`src/rtl/uart_rx_defs.sv`:
```
// Shared constants for the oversampling UART receiver: state encodings,
// baud divider and majority-vote sample indices.
package uart_rx_defs;

   localparam logic [2:0] IDLE   = 3'd0;
   localparam logic [2:0] START  = 3'd1;
   localparam logic [2:0] DATA   = 3'd2;
   localparam logic [2:0] PARITY = 3'd3;
   localparam logic [2:0] STOP   = 3'd4;
   localparam logic [2:0] BREAK  = 3'd5;

   function automatic int calc_div(input int clk_freq, input int bps, input int os);
      return clk_freq / (bps * os);
   endfunction

   function automatic int mid_lo(input int os);
      return os / 2 - 1;
   endfunction

   function automatic int mid_ctr(input int os);
      return os / 2;
   endfunction

   function automatic int mid_hi(input int os);
      return os / 2 + 1;
   endfunction

   function automatic logic maj3(input logic a, input logic b, input logic c);
      return (a & b) | (a & c) | (b & c);
   endfunction

endpackage

```
`src/rtl/uart_baud_tick.sv`:
```
// Oversample tick generator: counts 0..DIV-1 and pulses tick on the last count.
// A synchronous clear restarts the phase so sampling lines up with a start edge.
module uart_baud_tick #(
   parameter int DIV = 27
) (
   input  logic sys_clk,
   input  logic sys_rst,
   input  logic clr,
   output logic tick
);

   localparam int            CW   = (DIV > 1) ? $clog2(DIV) : 1;
   localparam logic [CW-1:0] LAST = CW'(DIV - 1);

   logic [CW-1:0] cnt;

   always_ff @(posedge sys_clk or posedge sys_rst) begin
      if (sys_rst)
         cnt <= '0;
      else if (clr || cnt == LAST)
         cnt <= '0;
      else
         cnt <= cnt + CW'(1);
   end

   assign tick = (cnt == LAST) && !clr;

endmodule

```
`src/rtl/uart_rx_oversample.sv`:
```
// 16x-oversampled UART byte receiver with 3-sample majority vote, false-start
// rejection and framing check. Define UART_RX_PARITY_EN for an even-parity bit.
module uart_rx_oversample import uart_rx_defs::*; #(
   parameter int CLK_FREQ   = 50000000,
   parameter int UART_BPS   = 115200,
   parameter int OVERSAMPLE = 16
) (
   input  logic       sys_clk,
   input  logic       sys_rst,
   input  logic       uart_rxd,
   output logic [7:0] uart_data,
   output logic       uart_done,
   output logic       frame_err,
   output logic       parity_err,
   output logic       busy
);

   localparam int            DIV    = calc_div(CLK_FREQ, UART_BPS, OVERSAMPLE);
   localparam int            SW     = $clog2(OVERSAMPLE);
   localparam logic [SW-1:0] S_LO   = SW'(mid_lo(OVERSAMPLE));
   localparam logic [SW-1:0] S_MID  = SW'(mid_ctr(OVERSAMPLE));
   localparam logic [SW-1:0] S_HI   = SW'(mid_hi(OVERSAMPLE));
   localparam logic [SW-1:0] S_LAST = SW'(OVERSAMPLE - 1);

   logic          rxd_s1, rxd_s2, rxd_prev;
   logic [1:0]    arm;
   logic [2:0]    state;
   logic [SW-1:0] samp_cnt, samp_nxt;
   logic [2:0]    bit_cnt;
   logic [1:0]    votes;
   logic [7:0]    shreg;
   logic          brk_ok;
   logic          tick, start_ok, maj, at_mid, at_end;

`ifdef UART_RX_PARITY_EN
   logic par_bit, par_err_q;
   assign parity_err = par_err_q;
`else
   assign parity_err = 1'b0;
`endif

   uart_baud_tick #(.DIV(DIV)) u_tick (
      .sys_clk (sys_clk),
      .sys_rst (sys_rst),
      .clr     (start_ok),
      .tick    (tick)
   );

   // Synchronizer flops come out of reset high; arm keeps that transient from
   // counting as "line seen high", so a line held low through reset is no start.
   always_ff @(posedge sys_clk or posedge sys_rst) begin
      if (sys_rst) begin
         rxd_s1   <= 1'b1;
         rxd_s2   <= 1'b1;
         rxd_prev <= 1'b0;
         arm      <= 2'b00;
      end else begin
         rxd_s1   <= uart_rxd;
         rxd_s2   <= rxd_s1;
         arm      <= {arm[0], 1'b1};
         rxd_prev <= arm[1] ? rxd_s2 : 1'b0;
      end
   end

   // Sample index of the current tick; the edge itself is sample 0 of the start bit.
   assign start_ok = (state == IDLE) && rxd_prev && !rxd_s2;
   assign samp_nxt = (samp_cnt == S_LAST) ? '0 : samp_cnt + SW'(1);
   assign at_mid   = tick && (samp_nxt == S_HI);
   assign at_end   = tick && (samp_nxt == '0);
   assign maj      = maj3(votes[0], votes[1], rxd_s2);

   always_ff @(posedge sys_clk or posedge sys_rst) begin
      if (sys_rst) begin
         state     <= IDLE;
         busy      <= 1'b0;
         uart_data <= 8'h00;
         uart_done <= 1'b0;
         frame_err <= 1'b0;
         samp_cnt  <= '0;
         bit_cnt   <= 3'd0;
         votes     <= 2'b11;
         shreg     <= 8'h00;
         brk_ok    <= 1'b0;
`ifdef UART_RX_PARITY_EN
         par_bit   <= 1'b0;
         par_err_q <= 1'b0;
`endif
      end else begin
         uart_done <= 1'b0;
         frame_err <= 1'b0;
`ifdef UART_RX_PARITY_EN
         par_err_q <= 1'b0;
`endif
         if (tick) begin
            samp_cnt <= samp_nxt;
            if (samp_nxt == S_LO)  votes[0] <= rxd_s2;
            if (samp_nxt == S_MID) votes[1] <= rxd_s2;
         end

         case (state)
            IDLE: begin
               if (start_ok) begin
                  state    <= START;
                  busy     <= 1'b1;
                  samp_cnt <= '0;
               end
            end
            START: begin
               if (at_mid && maj) begin
                  state <= IDLE;
                  busy  <= 1'b0;
               end else if (at_end) begin
                  state   <= DATA;
                  bit_cnt <= 3'd0;
               end
            end
            DATA: begin
               if (at_mid)
                  shreg <= {maj, shreg[7:1]};
               if (at_end) begin
                  bit_cnt <= bit_cnt + 3'd1;
                  if (bit_cnt == 3'd7) begin
`ifdef UART_RX_PARITY_EN
                     state <= PARITY;
`else
                     state <= STOP;
`endif
                  end
               end
            end
`ifdef UART_RX_PARITY_EN
            PARITY: begin
               if (at_mid) par_bit <= maj;
               if (at_end) state <= STOP;
            end
`endif
            STOP: begin
               // Decide at mid stop bit so a back-to-back start edge is not missed.
               if (at_mid) begin
                  if (!maj) begin
                     frame_err <= 1'b1;
                     brk_ok    <= 1'b0;
                     state     <= BREAK;
                  end else begin
                     state <= IDLE;
                     busy  <= 1'b0;
`ifdef UART_RX_PARITY_EN
                     if (^{shreg, par_bit}) begin
                        par_err_q <= 1'b1;
                     end else begin
                        uart_data <= shreg;
                        uart_done <= 1'b1;
                     end
`else
                     uart_data <= shreg;
                     uart_done <= 1'b1;
`endif
                  end
               end
            end
            BREAK: begin
               if (!rxd_s2) begin
                  brk_ok <= 1'b0;
               end else if (tick) begin
                  if (brk_ok) begin
                     state <= IDLE;
                     busy  <= 1'b0;
                  end else begin
                     brk_ok <= 1'b1;
                  end
               end
            end
            default: begin
               state <= IDLE;
               busy  <= 1'b0;
            end
         endcase
      end
   end

endmodule

```
`config.mk`:
```
export PLATFORM = sky130hd
export DESIGN_NAME = uart_rx_oversample
export DESIGN_NICKNAME = d
export VERILOG_FILES = /design/src/rtl/uart_rx_defs.sv /design/src/rtl/uart_baud_tick.sv /design/src/rtl/uart_rx_oversample.sv
export SDC_FILE = /design/constraint.sdc
export NUM_CORES = 1
export LEC_CHECK = 0
export ABC_AREA = 1
export CAP_MARGIN = 20
export CORE_MARGIN = 2
export CORE_UTILIZATION = 57
export CTS_BUF_LIST = sky130_fd_sc_hd__clkbuf_2
export DETAILED_ROUTE_END_ITERATION = 12
export GPL_ROUTABILITY_DRIVEN = 0
export PLACE_DENSITY = 0.87
export REMOVE_ABC_BUFFERS = 1
export SLEW_MARGIN = 30
export SYNTH_ARGS = -nofsm -noshare
export SYNTH_HDL_FRONTEND = slang
export SYNTH_HIERARCHICAL = 1
export SYNTH_SLANG_ARGS = --single-unit
```
`constraint.sdc`:
```
create_clock -name sys_clk -period 3.1 [get_ports sys_clk]
set_clock_uncertainty 0.05 [all_clocks]
set_input_delay 0.62 -clock sys_clk [delete_from_list [all_inputs] [get_ports sys_clk]]
set_output_delay 0.62 -clock sys_clk [all_outputs]
set_load 0.02 [all_outputs]
```
==> results of run 1 <==
## metal layers
metal	vias up	wire length [um]
met1	724	1540
met2	23	1720
met4	0	71
met5	-	0
met3	7	111
li1	765	-
## sequential cells by signal, summed over array words and instances, names as in the netlist, 2 cells and up
signal	flops
uart_data	8
state	3
u_tick/cnt	5
samp_cnt	4
arm	2
shreg	8
bit_cnt	3
votes	2
## final timing paths
kind | slack [ns] | from | end
hold / removal | 0.32 | rxd_s1$_DFF_PP1_ | rxd_s2$_DFF_PP1_
hold reg to reg | 0.32 | rxd_s1$_DFF_PP1_ | rxd_s2$_DFF_PP1_
setup reg to reg | 0.82 | state[0]$_DFFE_PP0P_ | uart_data[0]$_DFFE_PP0P_
max in group asynchronous | 2.09 | sys_rst | rxd_s2$_DFF_PP1_
min in group asynchronous | 0.36 | sys_rst | u_tick/cnt[4]$_DFF_PP0_
setup / recovery | 0.82 | state[0]$_DFFE_PP0P_ | uart_data[0]$_DFFE_PP0P_
## metrics by stage
step | instance area [um^2] | power (W)
after floorplan | 2050 | 0.00116
after global placement | 2250 | 0.00126
after detailed placement | 2250 | 0.00128
after CTS | 2290 | 0.00150
after global routing | 2290 | 0.00163
final | 2290 | 0.00149
## critical path: cells and delay by family, from the launching register on
| kind | cells | cell delay (ns) |
|---|---|---|
| flip-flops | 1 | 0.50 |
| AND/OR/NAND/NOR | 9 | 1.38 |
| buffers and inverters | 3 | 0.27 |
## final cells by class
cell class	instances	area, um^2
fillers	285	1130
flip-flops and latches	42	1060
multi-input cells	150	855
inverters	38	143
repair buffers	14	138
well taps	46	57.6
clock buffers	5	25.0
clock inverters	3	16.3
## cells in the final DEF (no fill, tap or decap), types with 3 or more instances in the layout
cell type / synthesis / layout
nand2_2: 9 / 9
ha_1: 8 / 8
dfrtp_1: 38 / 38
clkbuf_2: 0 / 5
nand4_1: 5 / 5
inv_2: 4 / 4
o21ai_0: 6 / 6
dfstp_2: 4 / 4
a21oi_1: 5 / 5
nand2_1: 50 / 50
o21ai_2: 7 / 7
inv_1: 33 / 33
nand3_1: 14 / 14
o21ai_1: 11 / 11
nor2_2: 3 / 3
nor2_1: 16 / 16
clkdlybuf4s50_1: 0 / 13
## report_power, final
part	switching, W	internal, W	total, W
Combinational	0.000341	0.000187	0.000528
Clock	0.000171	0.0000514	0.000222
Sequential	0.000102	0.000639	0.000741
Total	0.000614	0.000877	0.00149
## cells by family after synthesis
| family | count (synthesis) | share of synthesized area, % |
|---|---|---|
| fa+ha+maj | 8 | 4.79 |
| xor+xnor | 1 | 0.419 |
| buf+inv | 42 | 8.51 |
| flops | 42 | 50.6 |
| other cells | 2 | 0.360 |
| simple gates | 107 | 26.1 |
| compound gates | 32 | 9.23 |
==> run summary, run 1 <==
worst path cell trace = nor3_1 -> inv_1 -> nor3_2 -> nor2_1 -> nand2_4 -> nor2_8 -> nand2_4 -> inv_2 -> nand3_4 -> clkinv_1 -> nand2_1 -> nand2_1
routing usage on met1 = 25.4%
Final Cycle Share = 73.5%
RSZ-0062 raised after global routing = false
Post-Place Cells = 290
IO Port Bufs = 13
hold path cells = 0
Fin. Hold Viols = 0
power density cells = 651 nW/um^2
Worst setup EP type = flop
Max FO, Critical Path = 16
Peak VDD IR = 425 uV
max-cap violations = 0
largest net degree at the start of global routing = 38
worst-margin pin slew = 0.517 ns
Synth Warn # = 6
nets = 262
number of synthesized flops with an enable pin = 0
WHS = 0.324 ns
Post-DRT Antenna Nets = 0
share of layout cells above drive strength 1 = 17.1%
DR vias/cell = 5.10
synthesized area = 2090 um^2
Leak = 1.13 nW
Slew HR = 65.4%
Critical Path AT = 2.55 ns
FMAX = 439 MHz
minimum clock period = 2.28 ns
Mapped Cells = 234
hold_buf cts = 0
FF+latch count, synth = 42
endpoints failing setup = 0
final wirelength = 3440 um
DIE HEIGHT = 64.5 um
met2 GRT Util = 32.9%
slowest stage cell on the critical path = dfrtp_1
Fin Setup TNS = 0 ns
startpoint types = flop
DP HPWL = 2610 um
Initial Util = 61.1%
Placeable Area = 3420 um^2
most numerous cell in the Yosys netlist = nand2_1
DR WL/cell = 11.6 um
later-pin clock latency in the skew report = 0.40 ns
H-Tree Level Count = 2
Netlist cell types = 32
Primary FF master, synth = dfrtp_1
Starting DRT DRC Count = 74
cts repair resizes = 0
pre-CTS WS = 0.851 ns
DR pass1 iterations = 4
# diodes = 0
Die X = 64.5 um
vias in the first global route = 1544
TritonCTS Buffers = 5
num rows = 21
Slew Viols, Final = 0
Tot GR Track Use = 20.0%
GRT Residual Overflow = 0
CTS tree = done
vias = 1519
Final WS setup = 0.822 ns
Area Overhead vs Synth = 9.65%
gr busiest metal = met2
first-pass GRT wire length = 6510 um
Post-CTS Setup Bufs = 0
worst min path class = reg -> reg
Cell Count, Final, Fillers Out = 298
Worst EP required = 3.37 ns
deepest clock path buffer count = 2
outcome = complete, no violations
Synth top area share = 45.5%
DRC errors left = 0
slowest stage delay, CP = 0.50 ns
GRT met3 Usage = 4.69%
Post-synth ARST share = 100%
Post-synth top cells = nand2_1, dfrtp_1, inv_1
die area = 4160 um^2
Clock Sinks = 42
sequential fraction of the synthesis area = 50.6%
R2R depth = 12
clock slew at reported path FFs = 0.20 ns
crit path kind = reg -> reg
CTS Root Cell = clkbuf_2
io pins = 15
Yosys top cell by area = dfrtp_1
Synth area leaders = dfrtp_1, nand2_1, inv_1
final core utilization = 67.0%
initial antenna violation count = 0
Synth Area per Inst = 8.92 um^2
Note: power is estimated with default switching activity, not from simulation.
==> inputs of run 2 (changes only) <==
==> constraint.sdc (replaced) <==
create_clock -name sys_clk -period 2.33 [get_ports sys_clk]
set_clock_uncertainty 0.05 [all_clocks]
set_input_delay 0.466 -clock sys_clk [delete_from_list [all_inputs] [get_ports sys_clk]]
set_output_delay 0.466 -clock sys_clk [all_outputs]
set_load 0.02 [all_outputs]
==> run summary, run 2 (same netlist as run 1, synthesis figures left out) <==
# diodes = 0 (unchanged)
TritonCTS Buffers = 5 (unchanged)
Post-CTS Setup Bufs = 0 (unchanged)
DR WL/cell = 11.4 um (-0.96%)
crit path kind = reg -> reg
Starting DRT DRC Count = 78 (+5.4%)
initial antenna violation count = 0 (unchanged)
max-cap violations = 0 (unchanged)
startpoint types = flop
Leak = 1.16 nW (+2.0%)
endpoints failing setup = 0 (unchanged)
nets = 264 (+0.76%)
Die X = 64.5 um (unchanged)
IO Port Bufs = 13 (unchanged)
Peak VDD IR = 914 uV (+120%)
die area = 4160 um^2 (unchanged)
share of layout cells above drive strength 1 = 18.5% (+1.4 points)
Tot GR Track Use = 19.6% (-0.35 points)
num rows = 21 (unchanged)
Area Overhead vs Synth = 11.7%
Worst setup EP type = flop
CTS tree = done
GRT Residual Overflow = 0 (unchanged)
DR vias/cell = 5.06 (-0.73%)
H-Tree Level Count = 2 (unchanged)
worst min path class = in -> async
Worst EP required = 2.61 ns (-0.76 ns)
minimum clock period = 2.11 ns (-0.172 ns)
most frequent cells in the layout = nand2_1, dfrtp_1, inv_1, nor2_1, nand3_1
later-pin clock latency in the skew report = 0.40 ns (about the same)
Initial Util = 61.1% (unchanged)
Slew Viols, Final = 0 (unchanged)
RSZ-0062 raised after global routing = false
Post-DRT Antenna Nets = 0 (unchanged)
final core utilization = 68.3% (+1.3 points)
Clock Sinks = 42 (unchanged)
CTS Root Cell = clkbuf_2
FMAX = 475 MHz (+8.2%)
Placeable Area = 3420 um^2 (unchanged)
Final Cycle Share = 90.4% (+17 points)
layout filler cell count = 248 (-13%)
outcome = complete, no violations
deepest clock path buffer count = 2 (unchanged)
design area = 2330 um^2 (+1.9%)
hold_buf cts = 0 (unchanged)
pre-CTS WS = 0.163 ns (-0.689 ns)
DRC errors left = 0 (unchanged)
vias in the first global route = 1453 (-5.9%)
commonest non-fill, non-tap cell in the layout = nand2_1
Final WS setup = 0.224 ns (-0.598 ns)
first-pass GRT wire length = 6270 um (-3.7%)
power density cells = 909 nW/um^2 (+39%)
io pins = 15 (unchanged)
Critical Path AT = 2.39 ns (-0.16 ns)
DP HPWL = 2550 um (-2.0%)
DR pass1 iterations = 5 (+1)
Fin Setup TNS = 0 ns (unchanged)
Placed Area = 2260 um^2 (+0.67%)
FF-to-FF setup slack = 0.22 ns (-0.60 ns)
DIE HEIGHT = 64.5 um (unchanged)
vias = 1518 (-0.066%)
final wirelength = 3430 um (-0.29%)
Fin. Hold Viols = 0 (unchanged)
Largest regs = shreg x8, uart_data x8, u_tick/cnt x5
Max FO, Critical Path = 16 (unchanged)
largest net degree at the start of global routing = 38 (unchanged)
clock slew at reported path FFs = 0.21 ns (about the same)
-- run 2: cell type report --
cell class	instances	area, um^2	share of cell area (%)
clock inverter	2	37.5	1.61
inverter	38	143	6.11
sequential	42	1060	45.3
timing repair buffer	16	153	6.54
multi-input combinational	150	857	36.7
clock buffer	6	30.0	1.29
tap	46	57.6	2.47
-- run 2: per-stage QoR --
step           total power, W  hold WS (ns)  instances
6_report              0.00212         0.205        300
5_1_grt               0.00229         0.201        300
4_1_cts               0.00213         0.184        300
3_5_place_dp          0.00171         0.290        292
3_3_place_gp          0.00169         0.287        292
2_1_floorplan         0.00154         0.195        230
-- run 2: timing repair --
| item | in CTS | in global routing |
|---|---|---|
| gates resized for setup | 0 | 1 |
| endpoints found under the setup margin | 0 | 10 |
| endpoints found under the hold margin | 0 | 0 |
-- run 2: power breakdown --
group | switching, W | internal (W) | leakage, nW
logic | 0.000470 | 0.000259 | 0.569
clock network | 0.000228 | 0.000186 | 0.0392
registers | 0.000127 | 0.000850 | 0.548
-- run 2: critical path, stage by stage (launching register included) --
cell      delay, ns
dfrtp_1        0.51
nor3_1         0.32
inv_1          0.11
nor3_2         0.19
nor2_2         0.13
nand2_4        0.12
nor2_8         0.04
nand2_4        0.09
inv_2          0.05
nand3_4        0.18
clkinv_1       0.12
nand2_1        0.07
nand2_1        0.04
-- run 2: final timing paths --
kind / end / depth (start not counted) / startpoint
worst max-delay path: uart_data[0]$_DFFE_PP0P_ / 12 / state[0]$_DFFE_PP0P_
worst min-delay path: u_tick/cnt[4]$_DFF_PP0_ / 2 / sys_rst
worst max register to register: uart_data[0]$_DFFE_PP0P_ / 12 / state[0]$_DFFE_PP0P_
worst min register to register: rxd_s2$_DFF_PP1_ / 0 / rxd_s1$_DFF_PP1_
max in group asynchronous: votes[1]$_DFFE_PP1P_ / 3 / sys_rst
min in group sys_clk: rxd_s2$_DFF_PP1_ / 0 / rxd_s1$_DFF_PP1_
-- run 2: routing by layer --
layer	share of wire (%)	global-route usage, %	wire length (um)
met1	44	26.8	1520
met2	50	30.7	1720
met3	3.8	4.69	131
met4	1.9	7.45	66
met5	0	0	0
